<file path="src/rtl/jtbubl_paldma.sv">
// Palette loader: copies a 2^AW byte palette image from a byte-wide source
// memory into the palette RAM write port, writing only during vertical blank.
module jtbubl_paldma #(
    parameter int AW = 9,
    parameter int SW = 16
) (
    input  logic          clk,
    input  logic          rst_n,
    input  logic          start,
    input  logic [SW-1:0] src_base,
    input  logic          LVBL,
    output logic          busy,
    output logic          done,
    output logic          src_cs,
    output logic [SW-1:0] src_addr,
    input  logic [7:0]    src_data,
    input  logic          src_ok,
    output logic          pal_cs,
    output logic          cpu_rnw,
    output logic [AW-1:0] cpu_addr,
    output logic [7:0]    cpu_dout
);

    typedef enum logic [2:0] {
        ST_IDLE    = 3'd0,
        ST_WAIT_VB = 3'd1,
        ST_FETCH   = 3'd2,
        ST_WRITE   = 3'd3,
        ST_DONE    = 3'd4
    } state_t;

    state_t        state_r, state_s;
    logic [SW-1:0] base_r, base_s;
    logic [AW-1:0] cnt_r, cnt_s;
    logic [AW-1:0] cnt_inc_s;
    logic          busy_s, done_s, src_cs_s, pal_cs_s, cpu_rnw_s;
    logic [SW-1:0] src_addr_s;
    logic [AW-1:0] cpu_addr_s;
    logic [7:0]    cpu_dout_s;

    assign cnt_inc_s = cnt_r + {{(AW-1){1'b0}}, 1'b1};

    // Next-state and next-output computation; every output is registered below.
    always_comb begin
        state_s    = state_r;
        base_s     = base_r;
        cnt_s      = cnt_r;
        busy_s     = busy;
        done_s     = 1'b0;
        src_cs_s   = src_cs;
        src_addr_s = src_addr;
        pal_cs_s   = 1'b0;
        cpu_rnw_s  = 1'b1;
        cpu_addr_s = cpu_addr;
        cpu_dout_s = cpu_dout;
        case (state_r)
            ST_IDLE: begin
                busy_s   = 1'b0;
                src_cs_s = 1'b0;
                // busy can still be high for the done-pulse cycle; a start then is ignored
                if (start && !busy) begin
                    base_s = src_base;
                    cnt_s  = {AW{1'b0}};
                    busy_s = 1'b1;
                    if (!LVBL) begin
                        state_s    = ST_FETCH;
                        src_cs_s   = 1'b1;
                        src_addr_s = src_base;
                    end else begin
                        state_s = ST_WAIT_VB;
                    end
                end else begin
                    state_s = ST_IDLE;
                end
            end
            ST_WAIT_VB: begin
                if (!LVBL) begin
                    state_s    = ST_FETCH;
                    src_cs_s   = 1'b1;
                    src_addr_s = base_r + SW'(cnt_r);
                end else begin
                    src_cs_s = 1'b0;
                end
            end
            ST_FETCH: begin
                // blanking is not checked here: an in-flight byte always completes
                if (src_ok) begin
                    state_s    = ST_WRITE;
                    src_cs_s   = 1'b0;
                    pal_cs_s   = 1'b1;
                    cpu_rnw_s  = 1'b0;
                    cpu_addr_s = cnt_r;
                    cpu_dout_s = src_data;
                end else begin
                    src_cs_s = 1'b1;
                end
            end
            ST_WRITE: begin
                if (cnt_r == {AW{1'b1}}) begin
                    state_s = ST_DONE;
                end else begin
                    cnt_s = cnt_inc_s;
                    if (!LVBL) begin
                        state_s    = ST_FETCH;
                        src_cs_s   = 1'b1;
                        src_addr_s = base_r + SW'(cnt_inc_s);
                    end else begin
                        state_s = ST_WAIT_VB;
                    end
                end
            end
            ST_DONE: begin
                done_s  = 1'b1;
                busy_s  = 1'b1;
                state_s = ST_IDLE;
            end
            default: begin
                state_s  = ST_IDLE;
                busy_s   = 1'b0;
                src_cs_s = 1'b0;
            end
        endcase
    end

    // State, transfer context and all output registers.
    always_ff @(posedge clk or negedge rst_n) begin
        if (!rst_n) begin
            state_r  <= ST_IDLE;
            base_r   <= {SW{1'b0}};
            cnt_r    <= {AW{1'b0}};
            busy     <= 1'b0;
            done     <= 1'b0;
            src_cs   <= 1'b0;
            src_addr <= {SW{1'b0}};
            pal_cs   <= 1'b0;
            cpu_rnw  <= 1'b1;
            cpu_addr <= {AW{1'b0}};
            cpu_dout <= 8'h00;
        end else begin
            state_r  <= state_s;
            base_r   <= base_s;
            cnt_r    <= cnt_s;
            busy     <= busy_s;
            done     <= done_s;
            src_cs   <= src_cs_s;
            src_addr <= src_addr_s;
            pal_cs   <= pal_cs_s;
            cpu_rnw  <= cpu_rnw_s;
            cpu_addr <= cpu_addr_s;
            cpu_dout <= cpu_dout_s;
        end
    end

endmodule

</file>
<file path="config.mk">
export PLATFORM = sky130hd
export DESIGN_NAME = jtbubl_paldma
export DESIGN_NICKNAME = d
export VERILOG_FILES = /design/src/rtl/jtbubl_paldma.sv
export SDC_FILE = /design/constraint.sdc
export NUM_CORES = 1
export LEC_CHECK = 0
export BUFFER_PORTS_ARGS = -buffer_cell sky130_fd_sc_hd__clkbuf_2
export CORE_ASPECT_RATIO = 1.75
export CORE_UTILIZATION = 45
export CTS_BUF_LIST = sky130_fd_sc_hd__clkbuf_8
export DETAILED_ROUTE_END_ITERATION = 10
export PLACE_DENSITY = 0.66
export SYNTH_ARGS = -nofsm -noshare
export SYNTH_HDL_FRONTEND = slang
export SYNTH_SLANG_ARGS = --single-unit
</file>
<file path="constraint.sdc">
create_clock -name clk -period 3.3 [get_ports clk]
set_input_delay 0.33 -clock clk [delete_from_list [all_inputs] [get_ports clk]]
set_output_delay 0.33 -clock clk [all_outputs]
set_load 0.1 [all_outputs]
</file>
==> run metrics, run 1 <==
Final HPWL DP 6.68 mm; R2R Path Start cnt_r[0]$_DFFE_PN0P_; layout cells sized above 1 27.2%; CTS tree done; # DRC 0; Distinct cells, synth 65; I/O Pins 67; CTS max path bufs 2; dominant cells by area after synthesis dfrtp_1 (43%), nand2_1 (7.3%), ha_1 (4.0%); ANT cells 0; Routed Antenna Nets 0; max-cap violations 0; EDFF count, synth 0; asr flop ratio synth 100%; clock latency on the worst-skew pair 0.36 ns; sequential area share after synthesis 43.9%; PostCTS Resize Cnt 0; Synth Warn # 0; setup tns final 0 ns; Routed WL per cell about 16 µm; status completed; DR vias a little over 3000; Rel. slew slack 30.8%; Rows 43; worst slew pin tran around 1.0 ns; most frequent cell after synthesis nand2_1; Root Driver clkbuf_8; Final Setup Violations 0; Final WS setup 0.391 ns; reg2reg end src_addr[13]$_DFFE_PN0P_; Yosys reg bits 66; Hold Buf Count CTS 0; count of nets after finishing 496; CP Data Required Time between 3 and 4 ns; prevailing post-synth register cell dfrtp_1; number of global-route vias before repair 3024; fillers 741; first-pass GRT wire length 14.6 mm; syn nets around 430; Die Y 123 µm; FF/Latch Area 1650 µm²; post-synth top area share 43.2%; core area 8020 µm²; Worst Clk Skew roughly 0.006 ns; Tcrit/Tclk final 88.1%; total track usage 22.2%; Startpoint Class flip-flop; top cell type by total area after synthesis dfrtp_1; Starting Density 47.0%; crit path DAT 3.16 ns; cell area after synthesis between 3000 and 4000 µm²; drt total wl 8.90 mm; port bufs 66; initial antenna violation count 0; critical path fanouts, max 7; global route total overflow 0; clock slew at reported path FFs 0.07 ns; setup slack, reg-to-reg between 0.3 and 0.4 ns; CTS Buf Count 9; Pre-antenna DRT Iters 6; largest net degree at the start of global routing 47; die width just over 70 µm; post-route minimum period between 2 and 3 ns; Max H-tree Level 3; FF-to-FF path depth 12; critical path class flip-flop to flip-flop; clk sink count 66; RSZ-0062 raised after global routing no; Layout area overhead 17.0%; Critical Path Sink Type flip-flop; Final GP Congestion 0.957; Slew Viols, Final 0; Post-CTS Setup Inserts 0; DP Worst Slack 0.410 ns; maximum clock rate 0.344 GHz; die area around 8800 µm²; Mean Syn Cell Area slightly below 10 µm²; area of the multi-input gates 1970 µm²; Avg Vias per Cell about 5.6; Initial DRC Count approximately 180; final hold vios 0; commonest cells in the netlist nand2_1 (73), dfrtp_1 (65), o21ai_0 (25), a21oi_1 (19), nor2_1 (19); worst hold path type primary input to asynchronous set/reset pin; Gate Count Post-Synth 384
kinds of logic (layout without fill, tap and decap cells):
kind of cell,after synthesis,in the layout,synth area share (%)
mux,27,27,7.84
flops,66,66,43.9
buf+inv,25,100,3.75
compound gates,95,95,17.8
simple gates,143,143,18.8
xor+xnor,15,15,3.49
fa+ha+maj,13,13,4.52
worst max-delay path by stage:
stage | startpoint | end | cells past startpoint
global placement | cnt_r[0]$_DFFE_PN0P_ | src_addr[13]$_DFFE_PN0P_ | 12
detailed placement | cnt_r[0]$_DFFE_PN0P_ | src_addr[13]$_DFFE_PN0P_ | 12
CTS | cnt_r[0]$_DFFE_PN0P_ | src_addr[13]$_DFFE_PN0P_ | 12
global route | cnt_r[0]$_DFFE_PN0P_ | src_addr[15]$_DFFE_PN0P_ | 12
finish | cnt_r[0]$_DFFE_PN0P_ | src_addr[13]$_DFFE_PN0P_ | 12
floorplan | state_r[0]$_DFFE_PN0P_ | src_addr[14]$_DFFE_PN0P_ | 12
metrics by stage:
stage | cell area, µm² | std cells | util (%) | hold slack, ns
2_1_floorplan | 3770 | 384 | - | 0.0344
4_1_cts | 4410 | 549 | 55.0 | 0.161
3_3_place_gp | 4180 | 533 | 52.1 | 0.461
3_5_place_dp | 4180 | 533 | 52.1 | 0.470
6_report | 4410 | 549 | 55.0 | 0.152
5_1_grt | 4410 | 549 | 55.0 | 0.176
metal layers:
metal / up-vias / part of all wire, % / wire [µm] / GRT usage (%)
met1: 1490 / 40 / 3550 / 24.9
met3: 18 / 3.8 / 334 / 4.89
met2: 78 / 54 / 4770 / 39.5
met5: - / 0 / 0 / 0
li1: 1506 / - / - / -
met4: 0 / 2.7 / 242 / 10.6
worst max-delay path, stage by stage, from the launching register on:
cell and delay, ns:
dfrtp_1 0.43, ha_1 0.24, and3_1 0.23, and3_1 0.18
ha_1 0.29, nand2_1 0.07, nand2_1 0.05, ha_1 0.34
nand2_1 0.22, o21a_1 0.22, o31ai_4 0.09, a31o_2 0.25
a31o_1 0.20
flip-flops by register name (all words and copies together) (netlist names):
| register | flops |
|---|---|
| base_r | 16 |
| src_addr | 16 |
| cnt_r | 9 |
| cpu_addr | 9 |
| cpu_dout | 8 |
| state_r | 3 |
| busy | 1 |
| cpu_rnw | 1 |
| done | 1 |
| pal_cs | 1 |
| src_cs | 1 |
final cells by class:
class                      instances  area share [%]
sequential                        66            37.5
tap                               90            2.55
multi-input combinational        293            44.8
inverter                           8           0.681
timing repair buffer              76            9.20
clock buffer                       9            2.81
clock inverter                     7            2.47
layout by cell type, fill, tap and decap left out, types with 9 or more instances in the layout:
| cell type | synthesis | layout |
|---|---|---|
| clkbuf_8 | 0 | 9 |
| o21ai_0 | 25 | 25 |
| mux2_2 | 12 | 12 |
| xnor2_1 | 10 | 10 |
| clkbuf_2 | 0 | 65 |
| dfrtp_1 | 65 | 65 |
| nand2_1 | 73 | 73 |
| ha_1 | 12 | 12 |
| nand3_1 | 11 | 11 |
| a21oi_1 | 19 | 19 |
| nor2_1 | 19 | 19 |
| buf_4 | 2 | 10 |
Power of run 1 is not shown: default switching activity piles up to over one toggle a cycle in this logic, so the estimate is an artifact.
==> run 2: changes to the inputs <==
==> constraint.sdc (replaced) <==
create_clock -name clk -period 3 [get_ports clk]
set_input_delay 0.3 -clock clk [delete_from_list [all_inputs] [get_ports clk]]
set_output_delay 0.3 -clock clk [all_outputs]
set_load 0.1 [all_outputs]
==> run metrics, run 2 (synthesis results as in run 1) <==
Avg Vias per Cell 5.63 (-0.13%); commonest non-fill, non-tap cells in the layout nand2_1 (72), dfrtp_1 (65), clkbuf_2 (65); Rows 43 (unchanged); max incr delay on CP 0.44 ns (about the same); ANT cells 0 (unchanged); Routed Antenna Nets 0 (unchanged); final hold vios 0 (unchanged); maximum clock rate 0.349 GHz (+1.6%); global route total overflow 0 (unchanged); R2R Path Start cnt_r[1]$_DFFE_PN0P_; reg2reg end src_addr[13]$_DFFE_PN0P_; worst slew pin tran 0.840 ns (-0.197 ns); commonest non-fill, non-tap cell in the layout nand2_1; Routed WL per cell 16.3 µm (+0.72%); CTS max path bufs 2 (unchanged); Die Y 123 µm (unchanged); die width 71.2 µm (unchanged); number of global-route vias before repair 3057 (+1.1%); largest net degree at the start of global routing 67 (+43%); CTS Buf Count 9 (unchanged); Slew Viols, Final 0 (unchanged); count of nets after finishing 500 (+0.81%); first-pass GRT wire length 14.8 mm (+1.3%); core area 8020 µm² (unchanged); max-cap violations 0 (unchanged); I/O Pins 67 (unchanged); Final HPWL DP 6.72 mm (+0.70%); setup slack, reg-to-reg 0.14 ns (-0.25 ns); crit-path cells ha_1, and3_1, and3_1, ha_1, nand2_1, nand2_1, ha_2, a21oi_2, o21a_1, o31ai_4, a31o_2, a31o_1; critical path class flip-flop to flip-flop; Layout area overhead 17.0% (unchanged); fin area 4410 µm² (unchanged); Initial DRC Count 290 (+58%); FF-to-FF path depth 12 (unchanged); Max H-tree Level 3 (unchanged); clock slew at reported path FFs 0.07 ns (about the same); fillers 727 (-1.9%); DR vias 3105 (+0.42%); clock latency on the worst-skew pair 0.36 ns (about the same); CTS tree done; placed inst area 4210 µm² (+0.72%); die area 8760 µm² (unchanged); post-route minimum period 2.86 ns (-0.0469 ns); Critical Path Sink Type flip-flop; Final Setup Violations 0 (unchanged); Startpoint Class flip-flop; drt total wl 9.01 mm (+1.3%); total track usage 22.4% (+0.14 points); Rel. slew slack 44.0% (+13 points); Largest regs base_r x16, src_addr x16; critical path fanouts, max 7 (unchanged); status finished, violations left; clk sink count 66 (unchanged); port bufs 66 (unchanged); Hold Buf Count CTS 0 (unchanged); worst hold path type primary input to asynchronous set/reset pin; initial antenna violation count 0 (unchanged); layout cells sized above 1 28.6% (+1.3 points); Pre-antenna DRT Iters 9 (+3); slowest CP cell dfrtp_1; Starting Density 47.0% (unchanged); failing checks DRC; Root Driver clkbuf_8; Tcrit/Tclk final 95.4% (+7.3 points); CP Data Required Time 3.25 ns (-0.30 ns); Final GP Congestion 0.925 (-3.3%); # DRC 5 (+5); crit path DAT 3.11 ns (-0.05 ns); Worst Clk Skew 0.00934 ns (+0.00326 ns)
[run 2: cell count changes in the layout (fill, tap and decap cells not counted), moves of 2 or more]
cell	previous run	this run
buf_4	10	14
a21oi_1	19	17
bufinv_16	3	1
a21oi_2	1	3
[run 2: worst max path at each step]
stage | end | start | slack [ns]
final | src_addr[13]$_DFFE_PN0P_ | cnt_r[1]$_DFFE_PN0P_ | 0.14
after global routing | src_addr[11]$_DFFE_PN0P_ | cnt_r[0]$_DFFE_PN0P_ | -0.008
after CTS | src_addr[13]$_DFFE_PN0P_ | cnt_r[1]$_DFFE_PN0P_ | 0.05
after detailed placement | src_addr[13]$_DFFE_PN0P_ | cnt_r[0]$_DFFE_PN0P_ | 0.06
after global placement | src_addr[13]$_DFFE_PN0P_ | cnt_r[0]$_DFFE_PN0P_ | 0.13
after floorplan | src_addr[14]$_DFFE_PN0P_ | state_r[0]$_DFFE_PN0P_ | 0.12
[run 2: per-stage QoR]
step                hold WS (ns)  utilization [%]  std cells  setup WS (ns)  setup TNS [ns]
floorplan                0.00441                -        384          0.119               0
global placement           0.463             52.5        537          0.131               0
detailed placement         0.469             52.5        537         0.0646               0
CTS                        0.144             54.8        552         0.0519               0
global route               0.160             55.0        552       -0.00800        -0.00800
finish                     0.131             55.0        552          0.138               0
[run 2: final cells by class]
type | count | area (µm²) | area share [%]
clock buffers | 10 | 138 | 3.12
clock inverters | 5 | 47.5 | 1.08
inverters | 8 | 30.0 | 0.681
multi-input cells | 293 | 1990 | 45.2
flip-flops and latches | 66 | 1650 | 37.5
well taps | 90 | 113 | 2.55
repair buffers | 80 | 435 | 9.88
[run 2: critical path, delay by kind of cell (launching register included)]
family                     cells  cell delay (ns)
AOI/OAI and AO/OA              5             0.94
adders and majority gates      3             0.84
DFF                            1             0.44
and+or+nand+nor                4             0.54
[run 2: metal layers]
layer  GRT usage (%)  vias to the layer above  wire length (µm)  part of all wire, %
met5               0                        -                 0                    0
met4            12.0                        0               291                  3.2
met2            38.8                       70              4730                   52
li1                -                     1513                 -                    -
met3            4.65                       24               333                  3.7
met1            25.6                     1498              3660                   41
[run 2: what timing repair did]
action | in CTS | in global routing
endpoints found under the setup margin | 0 | 5
resized for setup | 0 | 5
buffers inserted | 0 | 0
Power of run 2 is left out for the same reason.
==> run 3: changes to the inputs <==
--- a/config.mk
+++ b/config.mk
@@ -5,12 +5,14 @@
 export SDC_FILE = /design/constraint.sdc
 export NUM_CORES = 1
 export LEC_CHECK = 0
+export ABC_AREA = 1
 export BUFFER_PORTS_ARGS = -buffer_cell sky130_fd_sc_hd__clkbuf_2
 export CORE_ASPECT_RATIO = 1.75
 export CORE_UTILIZATION = 45
 export CTS_BUF_LIST = sky130_fd_sc_hd__clkbuf_8
 export DETAILED_ROUTE_END_ITERATION = 10
-export PLACE_DENSITY = 0.66
+export GPL_TIMING_DRIVEN = 0
+export PLACE_DENSITY = 0.67
 export SYNTH_ARGS = -nofsm -noshare
 export SYNTH_HDL_FRONTEND = slang
 export SYNTH_SLANG_ARGS = --single-unit
==> run metrics, run 3 <==
status completed; core area 7860 µm² (-2.0%); Rows 43 (unchanged); post-route minimum period 2.83 ns (-0.0346 ns); CTS tree done; clock latency on the worst-skew pair 0.35 ns (about the same); final hold vios 0 (unchanged); area of the multi-input gates 1740 µm² (-13%); Synth Warn # 0 (unchanged); Final HPWL DP 6.62 mm (-1.6%); cell area after synthesis 3620 µm² (-3.8%); Initial DRC Count 272 (-6.2%); first-pass GRT wire length 14.9 mm (+0.32%); Distinct cells, synth 35 (-46%); CTS max path bufs 2 (unchanged); count of nets after finishing 612 (+22%); die area 8430 µm² (-3.7%); EDFF count, synth 0 (unchanged); number of global-route vias before repair 3330 (+8.9%); maximum clock rate 0.354 GHz (+1.2%); RSZ-0062 raised after global routing no; FF/Latch Area 1650 µm² (about the same); worst hold path type primary input to flip-flop; hold_sp src_data[4]; port bufs 66 (unchanged); R2R Path Start state_r[2]$_DFFE_PN0P_; Starting Density 46.1% (-0.87 points); Final Setup Violations 0 (unchanged); clock slew at reported path FFs 0.07 ns (about the same); crit path DAT 3.07 ns (-0.04 ns); critical path fanouts, max 10 (+3); Startpoint Class flip-flop; clk sink count 66 (unchanged); fin area 4410 µm² (about the same); Largest regs base_r x16, src_addr x16; dominant cells by area after synthesis dfrtp_1 (45%), nand2_1 (20%), o21ai_0 (6.2%); initial antenna violation count 0 (unchanged); Root Driver clkbuf_8; global route total overflow 0 (unchanged); worst slew pin tran 0.589 ns (-0.251 ns); total track usage 22.7% (+0.32 points); Layout area overhead 21.6%; Routed Antenna Nets 0 (unchanged); DR vias 3390 (+9.2%); ANT cells 0 (unchanged); largest net degree at the start of global routing 67 (unchanged); Mean Syn Cell Area 7.41 µm² (-24%); post-synth top area share 44.9% (+1.7 points); commonest non-fill, non-tap cells in the layout nand2_1 (190), clkbuf_2 (66), dfrtp_1 (64); Avg Vias per Cell 5.10 (-9.4%); sequential area share after synthesis 45.6% (+1.7 points); Yosys reg bits 66 (unchanged); Worst Clk Skew 0.00908 ns (-0.000259 ns); Final GP Congestion 0.906 (-2.1%); prevailing post-synth register cell dfrtp_1; # DRC 0 (-5); commonest cells in the netlist nand2_1 (191), dfrtp_1 (65), inv_1 (48), o21ai_0 (45), nor2_1 (31); syn nets 531 (+25%); Die Y 121 µm (-1.9%); CTS Buf Count 9 (unchanged); Rel. slew slack 60.7% (+17 points); top cell type by total area after synthesis dfrtp_1; Pre-antenna DRT Iters 4 (-5); commonest non-fill, non-tap cell in the layout nand2_1; Routed WL per cell 13.2 µm (-19%); max-cap violations 0 (unchanged); CP startpoint state_r[2]$_DFFE_PN0P_; Max H-tree Level 3 (unchanged); layout cells sized above 1 20.0% (-8.6 points); fillers 769 (+5.8%); CP Data Required Time 3.24 ns (about the same); I/O Pins 67 (unchanged); die width 69.8 µm (-1.9%); asr flop ratio synth 100% (unchanged); Tcrit/Tclk final 94.2% (-1.2 points); critical path class flip-flop to flip-flop; setup tns final 0 ns (unchanged); drt total wl 8.78 mm (-2.5%); placed inst area 4100 µm² (-2.6%); Critical Path Sink Type flip-flop; most frequent cell after synthesis nand2_1; Gate Count Post-Synth 489 (+27%); Slew Viols, Final 0 (unchanged)
[run 3: cell types whose count changed after synthesis, moves of 8 or more]
cell     delta
o21ai_0    +20
nand3_1    +17
nor2_1     +12
inv_1      +41
mux2_2     -12
nand2_1   +118
mux2_1      -8
[run 3: routing by layer]
metal / track usage, % / routed length, µm
met5: 0 / 0
met4: 13.0 / 208
met3: 4.50 / 290
met2: 41.9 / 4880
met1: 23.2 / 3400
[run 3: cells by family after synthesis]
group / after synthesis / share of synthesized area (%)
compound gates: 74 / 10.9
xor+xnor: 6 / 1.45
fa+ha+maj: 13 / 4.69
buf+inv: 64 / 6.83
flops: 66 / 45.6
simple gates: 266 / 30.5
[run 3: what timing repair did]
item / CTS / global route
endpoints found under the setup margin: 0 / 10
gates resized for setup: 0 / 12
setup buffers: 0 / 2
hold buffers: 1 / 0
endpoints found under the hold margin: 65 / 0
[run 3: worst paths after layout]
check                                                to  slack, ns  depth (start not counted)
worst max-delay path            src_addr[6]$_DFFE_PN0P_       0.17                         16
worst min-delay path            cpu_dout[4]$_DFFE_PN0P_       0.16                          3
worst max register to register  src_addr[6]$_DFFE_PN0P_       0.17                         16
worst min register to register  cpu_dout[0]$_DFFE_PN0P_       0.47                          2
max in group asynchronous             cpu_rnw$_DFF_PN1_       2.18                          3
min in group asynchronous       src_addr[1]$_DFFE_PN0P_       0.53                          3
[run 3: critical path, cell delays in order, from the launching register on]
cell and delay (ns):
dfrtp_2 0.47, inv_2 0.10, nand2_4 0.11, nor2_8 0.19, clkbuf_2 0.24, ha_1 0.15, inv_1 0.04, ha_1 0.19
fa_1 0.41, nand2_1 0.10, nand2_1 0.06, nand3b_1 0.07, nand2_1 0.11, xnor2_1 0.24, nand2_1 0.09, nand2_1 0.09
nand2_1 0.05
[run 3: area by class of cell]
class	count	share of cell area, %
buffer	12	1.22
clock buffer	10	3.12
clock inverter	6	2.92
inverter	52	4.43
multi-input combinational	359	39.5
sequential	66	37.5
tap	90	2.55
timing repair buffer	70	8.74
[run 3: through the flow]
step / hold slack, ns / cells / worst slack (ns) / utilization [%]
6_report: 0.159 / 665 / 0.173 / 56.1
5_1_grt: 0.161 / 665 / 0.0148 / 56.1
4_1_cts: 0.139 / 663 / 0.0489 / 55.7
3_5_place_dp: 0.360 / 646 / 0.0680 / 52.2
3_3_place_gp: 0.452 / 645 / 0.0821 / 51.8
2_1_floorplan: 0.00441 / 489 / 0.501 / -
Power of run 3 is left out for the same reason.
